File: src/rtl/uart_rx_pkg.sv
//==============================================================================
// Package : uart_pkg
// Desc    : Shared state encoding, parity mode constants and parity helper
//           for the parametrised UART receiver.
// Rev     : 1.0  initial release
//==============================================================================
`default_nettype none

package uart_pkg;

    typedef enum logic [2:0] {
        IDLE   = 3'd0,
        START  = 3'd1,
        DATA   = 3'd2,
        PARITY = 3'd3,
        STOP   = 3'd4,
        BREAK  = 3'd5
    } rx_state_t;

    typedef logic [1:0] parity_mode_t;

    localparam parity_mode_t PAR_NONE = 2'd0;
    localparam parity_mode_t PAR_EVEN = 2'd1;
    localparam parity_mode_t PAR_ODD  = 2'd2;

    localparam int MAX_DATA_BITS = 9;

    // Expected parity bit for a zero-extended payload; 0 when parity is off.
    function automatic logic parity_calc(input logic [MAX_DATA_BITS-1:0] data,
                                         input parity_mode_t             mode);
        case (mode)
            PAR_EVEN: return ^data;
            PAR_ODD:  return ~(^data);
            default:  return 1'b0;
        endcase
    endfunction

endpackage

`default_nettype wire

File: src/rtl/uart_rx_fifo.sv
//==============================================================================
// Module : uart_rx_fifo
// Desc   : First-word-fall-through FIFO; head word is visible on dout while
//          non-empty, dout reads zero when empty.
// Rev    : 1.0  initial release
//==============================================================================
`default_nettype none

module uart_rx_fifo #(
    parameter int WIDTH = 8,
    parameter int DEPTH = 4
) (
    input  logic             clk,
    input  logic             rst_n,
    input  logic             push,
    input  logic             pop,
    input  logic [WIDTH-1:0] din,
    output logic [WIDTH-1:0] dout,
    output logic             empty,
    output logic             full
);

    localparam int c_ptr_w = $clog2(DEPTH);
    localparam int c_cnt_w = c_ptr_w + 1;

    logic [WIDTH-1:0]   r_mem [DEPTH];
    logic [c_ptr_w-1:0] r_wr_ptr;
    logic [c_ptr_w-1:0] r_rd_ptr;
    logic [c_cnt_w-1:0] r_count;
    logic               w_do_push;
    logic               w_do_pop;

    assign empty = (r_count == '0);
    assign full  = (r_count == c_cnt_w'(DEPTH));

    // A pop frees a slot in the same cycle, so push-while-full succeeds with it.
    assign w_do_pop  = pop && !empty;
    assign w_do_push = push && (!full || w_do_pop);

    assign dout = empty ? '0 : r_mem[r_rd_ptr];

    always_ff @(posedge clk) begin
        if (w_do_push) begin
            r_mem[r_wr_ptr] <= din;
        end
    end

    always_ff @(posedge clk or negedge rst_n) begin
        if (!rst_n) begin
            r_wr_ptr <= '0;
            r_rd_ptr <= '0;
            r_count  <= '0;
        end else begin
            if (w_do_push) begin
                r_wr_ptr <= r_wr_ptr + c_ptr_w'(1);
            end
            if (w_do_pop) begin
                r_rd_ptr <= r_rd_ptr + c_ptr_w'(1);
            end
            case ({w_do_push, w_do_pop})
                2'b10:   r_count <= r_count + c_cnt_w'(1);
                2'b01:   r_count <= r_count - c_cnt_w'(1);
                default: r_count <= r_count;
            endcase
        end
    end

endmodule

`default_nettype wire

File: src/rtl/uart_rx_param.sv
//==============================================================================
// Module : uart_rx_param
// Desc   : Parametrised UART receiver with glitch rejection, sticky error
//          flags and a FWFT receive FIFO.
//          Optional: define UART_RX_MAJORITY_EN for 2-of-3 majority sampling.
// Rev    : 1.0  initial release
//==============================================================================
`default_nettype none

module uart_rx_param
    import uart_pkg::*;
#(
    parameter int DATA_BITS    = 8,
    parameter int CLKS_PER_BIT = 2604,
    parameter int PARITY_MODE  = 0,
    parameter int FIFO_DEPTH   = 4
) (
    input  logic                 clk,
    input  logic                 rst_n,
    input  logic                 RX,
    input  logic                 pop,
    input  logic                 err_clr,
    output logic                 rdy,
    output logic [DATA_BITS-1:0] rx_data,
    output logic                 frm_err,
    output logic                 par_err,
    output logic                 overrun
);

    localparam int           c_cnt_w    = $clog2(CLKS_PER_BIT);
    localparam int           c_bit_w    = $clog2(DATA_BITS + 1);
    localparam logic [c_cnt_w-1:0] c_full = c_cnt_w'(CLKS_PER_BIT - 1);
    localparam logic [c_cnt_w-1:0] c_half = c_cnt_w'(CLKS_PER_BIT / 2 - 1);
    localparam logic [c_bit_w-1:0] c_last_bit = c_bit_w'(DATA_BITS - 1);
    localparam parity_mode_t c_par_mode = parity_mode_t'(PARITY_MODE);

    logic [1:0]               r_sync;
    logic                     w_rx_s;
    rx_state_t                r_state;
    logic [c_cnt_w-1:0]       r_baud;
    logic [c_bit_w-1:0]       r_bit_cnt;
    logic [DATA_BITS-1:0]     r_shift;
    logic                     r_par_bad;
    logic                     w_active;
    logic                     w_cnt_zero;
    logic                     w_strobe;
    logic                     w_bit;
    logic [MAX_DATA_BITS-1:0] w_shift_ext;
    logic                     w_push;
    logic                     w_frm_set;
    logic                     w_par_set;
    logic                     w_ovr_set;
    logic                     w_empty;
    logic                     w_full;

    // Preset to idle-high so leaving reset never looks like a start edge.
    always_ff @(posedge clk or negedge rst_n) begin
        if (!rst_n) begin
            r_sync <= 2'b11;
        end else begin
            r_sync <= {r_sync[0], RX};
        end
    end

    assign w_rx_s      = r_sync[1];
    assign w_active    = (r_state != IDLE) && (r_state != BREAK);
    assign w_cnt_zero  = (r_baud == '0);
    assign w_shift_ext = MAX_DATA_BITS'(r_shift);

`ifdef UART_RX_MAJORITY_EN
    localparam logic [c_cnt_w-1:0] c_one = c_cnt_w'(1);

    logic r_smp_a;
    logic r_smp_b;
    logic r_strb_d;

    // Decision is taken one cycle after count 0, with the live bit as third vote.
    always_ff @(posedge clk or negedge rst_n) begin
        if (!rst_n) begin
            r_smp_a  <= 1'b1;
            r_smp_b  <= 1'b1;
            r_strb_d <= 1'b0;
        end else begin
            if (w_active && (r_baud == c_one)) begin
                r_smp_a <= w_rx_s;
            end
            if (w_active && w_cnt_zero) begin
                r_smp_b <= w_rx_s;
            end
            r_strb_d <= w_active && w_cnt_zero;
        end
    end

    assign w_strobe = r_strb_d && w_active;
    assign w_bit    = (r_smp_a & r_smp_b) | (r_smp_a & w_rx_s) | (r_smp_b & w_rx_s);
`else
    assign w_strobe = w_cnt_zero && w_active;
    assign w_bit    = w_rx_s;
`endif

    // Baud counter free-runs through a frame, reloading a full bit period at 0.
    always_ff @(posedge clk or negedge rst_n) begin
        if (!rst_n) begin
            r_baud <= '0;
        end else if (r_state == IDLE) begin
            if (!w_rx_s) begin
                r_baud <= c_half;
            end
        end else if (w_active) begin
            if (w_cnt_zero) begin
                r_baud <= c_full;
            end else begin
                r_baud <= r_baud - c_cnt_w'(1);
            end
        end
    end

    always_ff @(posedge clk or negedge rst_n) begin
        if (!rst_n) begin
            r_state   <= IDLE;
            r_bit_cnt <= '0;
            r_shift   <= '0;
            r_par_bad <= 1'b0;
        end else begin
            case (r_state)
                IDLE: begin
                    if (!w_rx_s) begin
                        r_state <= START;
                    end
                end
                START: begin
                    if (w_strobe) begin
                        r_state   <= w_bit ? IDLE : DATA;
                        r_bit_cnt <= '0;
                        r_par_bad <= 1'b0;
                    end
                end
                DATA: begin
                    if (w_strobe) begin
                        r_shift   <= {w_bit, r_shift[DATA_BITS-1:1]};
                        r_bit_cnt <= r_bit_cnt + c_bit_w'(1);
                        if (r_bit_cnt == c_last_bit) begin
                            r_state <= (c_par_mode != PAR_NONE) ? PARITY : STOP;
                        end
                    end
                end
                PARITY: begin
                    if (w_strobe) begin
                        r_par_bad <= (w_bit != parity_calc(w_shift_ext, c_par_mode));
                        r_state   <= STOP;
                    end
                end
                STOP: begin
                    if (w_strobe) begin
                        r_state <= w_bit ? IDLE : BREAK;
                    end
                end
                BREAK: begin
                    if (w_rx_s) begin
                        r_state <= IDLE;
                    end
                end
                default: r_state <= IDLE;
            endcase
        end
    end

    assign w_push    = (r_state == STOP) && w_strobe && w_bit && !r_par_bad;
    assign w_frm_set = (r_state == STOP) && w_strobe && !w_bit;
    assign w_par_set = (r_state == STOP) && w_strobe && w_bit && r_par_bad;
    assign w_ovr_set = w_push && w_full && !pop;

    // A new error event outranks a simultaneous clear.
    always_ff @(posedge clk or negedge rst_n) begin
        if (!rst_n) begin
            frm_err <= 1'b0;
            par_err <= 1'b0;
            overrun <= 1'b0;
        end else begin
            if (w_frm_set) begin
                frm_err <= 1'b1;
            end else if (err_clr) begin
                frm_err <= 1'b0;
            end
            if (w_par_set) begin
                par_err <= 1'b1;
            end else if (err_clr) begin
                par_err <= 1'b0;
            end
            if (w_ovr_set) begin
                overrun <= 1'b1;
            end else if (err_clr) begin
                overrun <= 1'b0;
            end
        end
    end

    uart_rx_fifo #(
        .WIDTH (DATA_BITS),
        .DEPTH (FIFO_DEPTH)
    ) u_fifo (
        .clk   (clk),
        .rst_n (rst_n),
        .push  (w_push),
        .pop   (pop),
        .din   (r_shift),
        .dout  (rx_data),
        .empty (w_empty),
        .full  (w_full)
    );

    assign rdy = ~w_empty;

endmodule

`default_nettype wire

File: config.mk
export PLATFORM = sky130hd
export DESIGN_NAME = uart_rx_param
export DESIGN_NICKNAME = d
export VERILOG_FILES = /design/src/rtl/uart_rx_pkg.sv /design/src/rtl/uart_rx_fifo.sv /design/src/rtl/uart_rx_param.sv
export SDC_FILE = /design/constraint.sdc
export NUM_CORES = 1
export LEC_CHECK = 0
export BUFFER_PORTS_ARGS = -buffer_cell sky130_fd_sc_hd__buf_4
export CAP_MARGIN = 30
export CORE_UTILIZATION = 44
export CTS_CLUSTER_SIZE = 10
export DETAILED_ROUTE_END_ITERATION = 7
export HOLD_SLACK_MARGIN = 0.02
export PLACE_DENSITY_LB_ADDON = 0.05
export SYNTH_ARGS = -nofsm -noshare
export SYNTH_HDL_FRONTEND = slang
export SYNTH_SLANG_ARGS = --single-unit
File: constraint.sdc
create_clock -name clk -period 3.1 [get_ports clk]
set_input_delay 0.155 -clock clk [delete_from_list [all_inputs] [get_ports clk]]
set_output_delay 0.155 -clock clk [all_outputs]
set_load 0.01 [all_outputs]
==> results.md, run 1 <==
* Reg-to-reg slack, setup at 0.56 ns
* Slowest stage cell, crit path: dfrtp_1
* Seq/Total Area, Yosys at 58.0%
* Relative slew slack at 50.7%
* Port bufs at 16
* Crit path buffers/inverters at 3
* Synth unique cells at 58
* Mean Syn Cell Area at 13.3 sq um
* CP Launch Type: register
* # Post-CTS Setup Buffers at 0
* Root buffer cell: clkbuf_8
* Total Die Area at 0.00805 sq mm
* Max incr delay on CP at 0.39 ns
* Pwr Density at 454 mW/mm^2
* Worst Hold Class: input port to register
* GP Congestion at 0.758
* Layout fillers at 640
* Die Span X at 89.7 microns
* Fraction of synthesized cell area in xor and xnor cells at 1.81%
* First-pass GRT wire length at 10700 microns
* Primary FF master, synth: dfrtp_1
* Post-synth EDFFs at 32
* Cell Area, Synth at 0.00339 sq mm
* CP Cell Sequence: inv_1, ha_1, nor4b_4, nand4_2, nor4b_4, inv_1, ha_1, inv_1, fa_1, xor2_1, nor2_1, xor2_1
* Final setup margin at 0.563 ns
* Share of layout cells above drive strength 1 at 23.4%
* Outcome: completed
* GRT overflow at 0
* Switching Share at 21.2%
* Sum Neg Setup Slack at 0 ns
* Fin. Hold Viols at 0
* CP max FO at 5
* Hold_sp: pop
* Maximum clock insertion buffer count at 2
* Crit share post-route at 81.8%
* Ys async rst share at 55.6%
* Pre-antenna DRT Iters at 4
* CTS tree: built
* WP data required at 3.33 ns
* Post-synthesis mux area share at 8.31%
* Die Ht at 89.7 microns
* Ports at 17
* Yosys reg bits at 72
* Hold Crit Endpoint: overrun
* DRC viols at 0
* Worst-case reg-to-reg path depth at 12
* P&R area growth vs syn at 12.9%
* Vias in the first global route at 2080
* Setup Skew at 0.0139 ns
* Max Fclk at 0.394 GHz
* CP endpoint kind: register
* Dpl hpwl at 4170 microns
* Worst-margin pin slew at 0.729 ns
* Internal at 0.00137 W
* Antenna cells at 0
* Source of the worst register-to-register timing path: r_baud[0]
* Final worst path period need at 2.54 ns
* Starting Density at 46.2%
* Setup Viol. Count Final at 0
* Largest net degree at the start of global routing at 41
* Most area-hungry cell type in the Yosys netlist: edfxtp_1
* Post-route ant nets at 0
* DRT iter0 DRCs at 70
* WL final at 6150 microns
* VDD IR max at 250 uV
* Worst reg2reg path endpoint: u_fifo.r_count[2]
* Crit Path Class: register to register
* Clock share of power at 41.6%
* RSZ-0062 raised after global routing: false
* Adder-cell share of the synthesized area at 3.55%
* Flop pwr share at 57.3%
* Clock sink count at 72
* Core Area at 0.00733 sq mm
* Sw Pwr at 0.000368 W
* CTS buffer count at 9
* Synthesized instance count at 255
* Vias per inst at 5.52
* Initial antenna violation count at 0
* Placement Setup Slack at 0.536 ns
* Yosys warnings at 0
* Fin util at 52.2%
* Syn nets at 269
* Static Leak at 1.56 nW
* GRT Util Overall at 17.6%
* Area contributors post-synth: edfxtp_1, dfrtp_1, mux4_2
* Detailed-route via count at 2105
* # rows at 31
* Combinational cell fraction of total power at 1.1%
* Final #Nets at 291
* Most frequent CP cell: inv_1
* # H-tree levels at 3
* Reg clk slew, reported paths at 0.08 ns
* # resized after CTS at 0
* Largest family of logic cells by synthesized area: simple AND/OR/NAND/NOR gates
* Arrival @ worst endpoint at 2.77 ns
* Max-cap violations at 0
* Avg WL per Cell at 16.1 microns
* Simple-gate share of the synthesized area at 15.2%
* Clk_lat worst skew at 0.34 ns
* Post-synthesis compound-gate area fraction at 9.90%
* Top cell type's share of synthesized area at 28.4%
* Worst Hold Depth at 4
* Max Slew Vio Count at 0
* Crit path max-delay family: simple AND/OR/NAND/NOR gates
stage by stage:
step | area, sq um | total power, W | cells | hold slack [ns]
after global routing | 3820 | 0.00181 | 381 | 0.154
final | 3820 | 0.00174 | 381 | 0.155
after global placement | 3600 | 0.00103 | 362 | 0.177
after detailed placement | 3600 | 0.00103 | 362 | 0.183
after CTS | 3820 | 0.00177 | 381 | 0.136
after floorplan | 3390 | 0.00101 | 255 | -0.141
sequential cells by signal, summed over array words and instances, names as in the netlist:
| signal | cells |
|---|---|
| frm_err | 1 |
| overrun | 1 |
| par_err | 1 |
| r_baud | 12 |
| r_bit_cnt | 4 |
| r_par_bad | 1 |
| r_shift | 8 |
| r_state | 3 |
| r_sync | 2 |
| u_fifo.r_count | 3 |
| u_fifo.r_mem | 32 |
| u_fifo.r_rd_ptr | 2 |
| u_fifo.r_wr_ptr | 2 |
Yosys cell counts (3+ instances only):
library cell,n
o211ai_1,3
o22ai_1,3
xor2_1,3
and2_1,13
nor2_1,9
a31oi_1,3
nand3_1,9
nand2_1,9
o21ai_0,11
a21o_1,3
dfrtp_1,38
or3_1,5
inv_1,15
a21oi_1,6
mux4_2,8
edfxtp_1,32
buf_2,3
xnor2_1,4
nor3_1,7
ha_1,8
clkbuf_1,7
mux2_2,8
cell usage in the layout (no fill, tap or decap), types with 9 or more instances in the layout:
master     n
nor2_1     9
nand2_1    9
buf_4     19
dfrtp_1   38
nand3_1    9
inv_1     15
clkbuf_8   9
o21ai_0   11
and2_1    13
edfxtp_1  32
per-layer routing:
metal | share of wire, % | GRT usage [%]
met1 | 48 | 24.5
met2 | 47 | 25.8
met3 | 3.5 | 4.40
met4 | 1.7 | 8.20
met5 | 0 | 0
tightest hold or removal path, cell delays in order:
cell and delay (ns):
buf_4 0.08, nor4b_1 0.07, nand3b_1 0.09, o22ai_1 0.06
power by group through the flow:
stage / clock network [W] / registers [W] / logic, W
detailed placement: 0 / 0.00101 / 0.0000175
global placement: 0 / 0.00101 / 0.0000172
global route: 0.000794 / 0.000994 / 0.0000224
finish: 0.000723 / 0.000994 / 0.0000190
CTS: 0.000755 / 0.000994 / 0.0000207
floorplan: 0 / 0.00101 / 0.00000273
final cells by class:
cell class              instances  area, sq um  area share (%)
well taps                      99          124            3.24
repair buffers                 22          173            4.51
clock inverters                 7         70.1            1.83
flip-flops and latches         72         1960            51.4
inverters                      15         56.3            1.47
multi-input cells             157         1310            34.3
clock buffers                   9          124            3.24
how the worst max path moves through the flow:
stage	end	slack, ns	depth (start not counted)	start
after floorplan	u_fifo.r_count[1]	0.67	10	r_baud[0]
after global placement	u_fifo.r_count[1]	0.63	10	r_baud[0]
after detailed placement	u_fifo.r_count[2]	0.54	12	r_baud[0]
after CTS	u_fifo.r_count[2]	0.51	12	r_baud[0]
after global routing	u_fifo.r_count[1]	0.29	10	r_baud[0]
final	u_fifo.r_count[2]	0.56	12	r_baud[0]
logic make-up (layout without fill, tap and decap cells):
group | after synthesis | after routing
multiplexers | 17 | 17
AND/OR/NAND/NOR | 76 | 76
AO/OA/AOI/OAI | 48 | 48
buffers and inverters | 26 | 53
adder cells (fa/ha/maj) | 9 | 9
XOR/XNOR | 7 | 7
flip-flops | 72 | 72
repair_timing:
item,in CTS,in global routing
hold buffers,3,0
setup endpoints to repair,0,0
endpoints found under the hold margin,42,0
Note: power is estimated with default switching activity, not from simulation.
==> run 2: changes to the inputs <==
==> constraint.sdc (replaced) <==
create_clock -name clk -period 2.4 [get_ports clk]
set_input_delay 0.12 -clock clk [delete_from_list [all_inputs] [get_ports clk]]
set_output_delay 0.12 -clock clk [all_outputs]
set_load 0.01 [all_outputs]
==> run 2 against run 1 <==
  * Non-clock buffer count grew 20
  * First-iteration DRC count grew 13%
  * Wire length grew 0.98%
  * Critical path depth is the same
  * Largest power group unchanged
  * Highest routed layer unchanged
==> results.md, run 2 (synthesis results as in run 1) <==
* Outcome: completed
* Initial antenna violation count at 0 (unchanged)
* VDD IR max at 243 uV (-2.6%)
* Avg WL per Cell at 15.5 microns (-4.1%)
* Reg area at 0.00196 sq mm (unchanged)
* CTS tree: built
* Relative slew slack at 59.1% (+8.4 points)
* DRC viols at 0 (unchanged)
* Design Area, Final at 0.00406 sq mm (+6.1%)
* Final #Nets at 311 (+6.9%)
* Max reg flops at 32 (unchanged)
* Clock sink count at 72 (unchanged)
* GP Congestion at 0.766 (+1.1%)
* # rows at 31 (unchanged)
* GRT Util Overall at 16.9% (-0.65 points)
* Static Leak at 1.69 nW (+8.1%)
* Pre-antenna DRT Iters at 4 (unchanged)
* GRT overflow at 0 (unchanged)
* First-pass GRT wire length at 10500 microns (-1.4%)
* WL final at 6210 microns (+0.98%)
* Setup Viol. Count Final at 0 (unchanged)
* Total Die Area at 0.00805 sq mm (unchanged)
* P&R area growth vs syn at 19.9%
* Final worst path period need at 2.32 ns (-0.222 ns)
* Worst-margin pin slew at 0.614 ns (-0.115 ns)
* Die Span X at 89.7 microns (unchanged)
* Max Fclk at 0.432 GHz (+9.6%)
* Clk_lat worst skew at 0.34 ns (about the same)
* WP data required at 2.62 ns (-0.71 ns)
* CP endpoint kind: register
* Arrival @ worst endpoint at 2.54 ns (-0.23 ns)
* Area post-placement at 0.00378 sq mm (+5.0%)
* Starting Density at 46.2% (unchanged)
* Die Ht at 89.7 microns (unchanged)
* Area occupied by multi-input gates at 0.00132 sq mm (+0.57%)
* CP Launch Type: register
* Dpl hpwl at 4270 microns (+2.5%)
* Crit share post-route at 96.5% (+15 points)
* Fin. Hold Viols at 0 (unchanged)
* Antenna cells at 0 (unchanged)
* Setup Skew at 0.00823 ns (-0.00568 ns)
* Maximum clock insertion buffer count at 2 (unchanged)
* Reg clk slew, reported paths at 0.07 ns (about the same)
* Biggest regs: u_fifo.r_mem (32), r_baud (12), r_shift (8)
* Core Area at 0.00733 sq mm (unchanged)
* Slowest stage cell, crit path: dfrtp_1
* DRT iter0 DRCs at 79 (+13%)
* Total power at 0.00236 W (+36%)
* Layout fillers at 626 (-2.2%)
* Vias in the first global route at 2143 (+3.0%)
* Port bufs at 16 (unchanged)
* CTS buffer count at 9 (unchanged)
* Worst Hold Class: input port to register
* Max-cap violations at 0 (unchanged)
* Vias per inst at 5.37 (-2.8%)
* Share of layout cells above drive strength 1 at 30.1% (+6.7 points)
* Root buffer cell: clkbuf_8
* Detailed-route via count at 2154 (+2.3%)
* Max Slew Vio Count at 0 (unchanged)
* Crit Path Class: register to register
* Largest net degree at the start of global routing at 41 (unchanged)
* Largest Register: u_fifo.r_mem
* Leading cell type in the layout, fill and taps excluded: dfrtp_1
* Pwr Density at 581 mW/mm^2 (+28%)
* Max incr delay on CP at 0.40 ns (about the same)
* Ports at 17 (unchanged)
* # H-tree levels at 3 (unchanged)
* Post-route ant nets at 0 (unchanged)
* Most frequent cells in the layout: dfrtp_1, buf_4, edfxtp_1
* CP Cell Sequence: inv_2, ha_2, nor4b_4, nand4_2, nor4b_4, inv_1, ha_2, inv_2, fa_2, xor2_1, nor2_1, xor2_1
* CP max FO at 4 (-1)
run 2: changes by cell type in the layout (fill, tap and decap cells not counted), moves of 2 or more:
cell	change
inv_2	+2
ha_1	-2
buf_4	+16
ha_2	+2
inv_1	-2
buf_12	+4
run 2: through the flow:
step | utilization [%] | worst slack, ns | TNS, ns | hold slack [ns] | instances
final | 55.4 | 0.0849 | 0 | 0.178 | 401
after CTS | 55.0 | 0.00949 | 0 | 0.162 | 398
after floorplan | - | -0.0156 | -0.0156 | -0.176 | 255
after detailed placement | 51.6 | 0.0214 | 0 | 0.132 | 379
after global placement | 51.6 | 0.0802 | 0 | 0.134 | 379
after global routing | 55.4 | -0.0218 | -0.0286 | 0.195 | 401
run 2: cell type report:
cell class,count,share of cell area (%)
sequential,72,48.4
multi-input combinational,157,32.5
timing repair buffer,42,9.18
clock buffer,11,3.48
tap,99,3.05
clock inverter,5,1.97
inverter,15,1.39
run 2: final timing paths:
check / cells after the start / from / slack [ns] / to
min: 3 / pop / 0.18 / u_fifo.r_rd_ptr[0]
min reg2reg: 0 / r_sync[0] / 0.36 / r_sync[1]
max: 12 / r_baud[0] / 0.08 / u_fifo.r_count[2]
max reg2reg: 12 / r_baud[0] / 0.08 / u_fifo.r_count[2]
max in group asynchronous: 2 / rst_n / 1.73 / r_shift[1]
min in group asynchronous: 2 / rst_n / 0.29 / u_fifo.r_rd_ptr[1]
run 2: per-layer routing:
| metal | GRT usage (%) | vias to the layer above | wire [microns] |
|---|---|---|---|
| li1 | - | 1043 | - |
| met4 | 5.33 | 0 | 63 |
| met3 | 4.65 | 5 | 190 |
| met2 | 28.8 | 27 | 3090 |
| met1 | 20.9 | 1079 | 2870 |
| met5 | 0 | - | 0 |
run 2: repair_timing:
action                     CTS  global route
buffers inserted             0             3
setup endpoints to repair    0             2
hold buffers                 3             0
hold endpoints to repair    42             0
gates resized for setup      0             3
run 2: power by group:
part           switching, W  internal (W)
sequential       0.00000237       0.00128
combinational     0.0000158    0.00000844
clock              0.000438      0.000612
run 2: critical path: cells and delay by family (launching register included):
kind	cells	cell delay, ns
xor gates and xnor gates	2	0.27
adders and majority gates	3	0.54
buffers and inverters	3	0.22
DFF	1	0.40
and+or+nand+nor	4	0.76
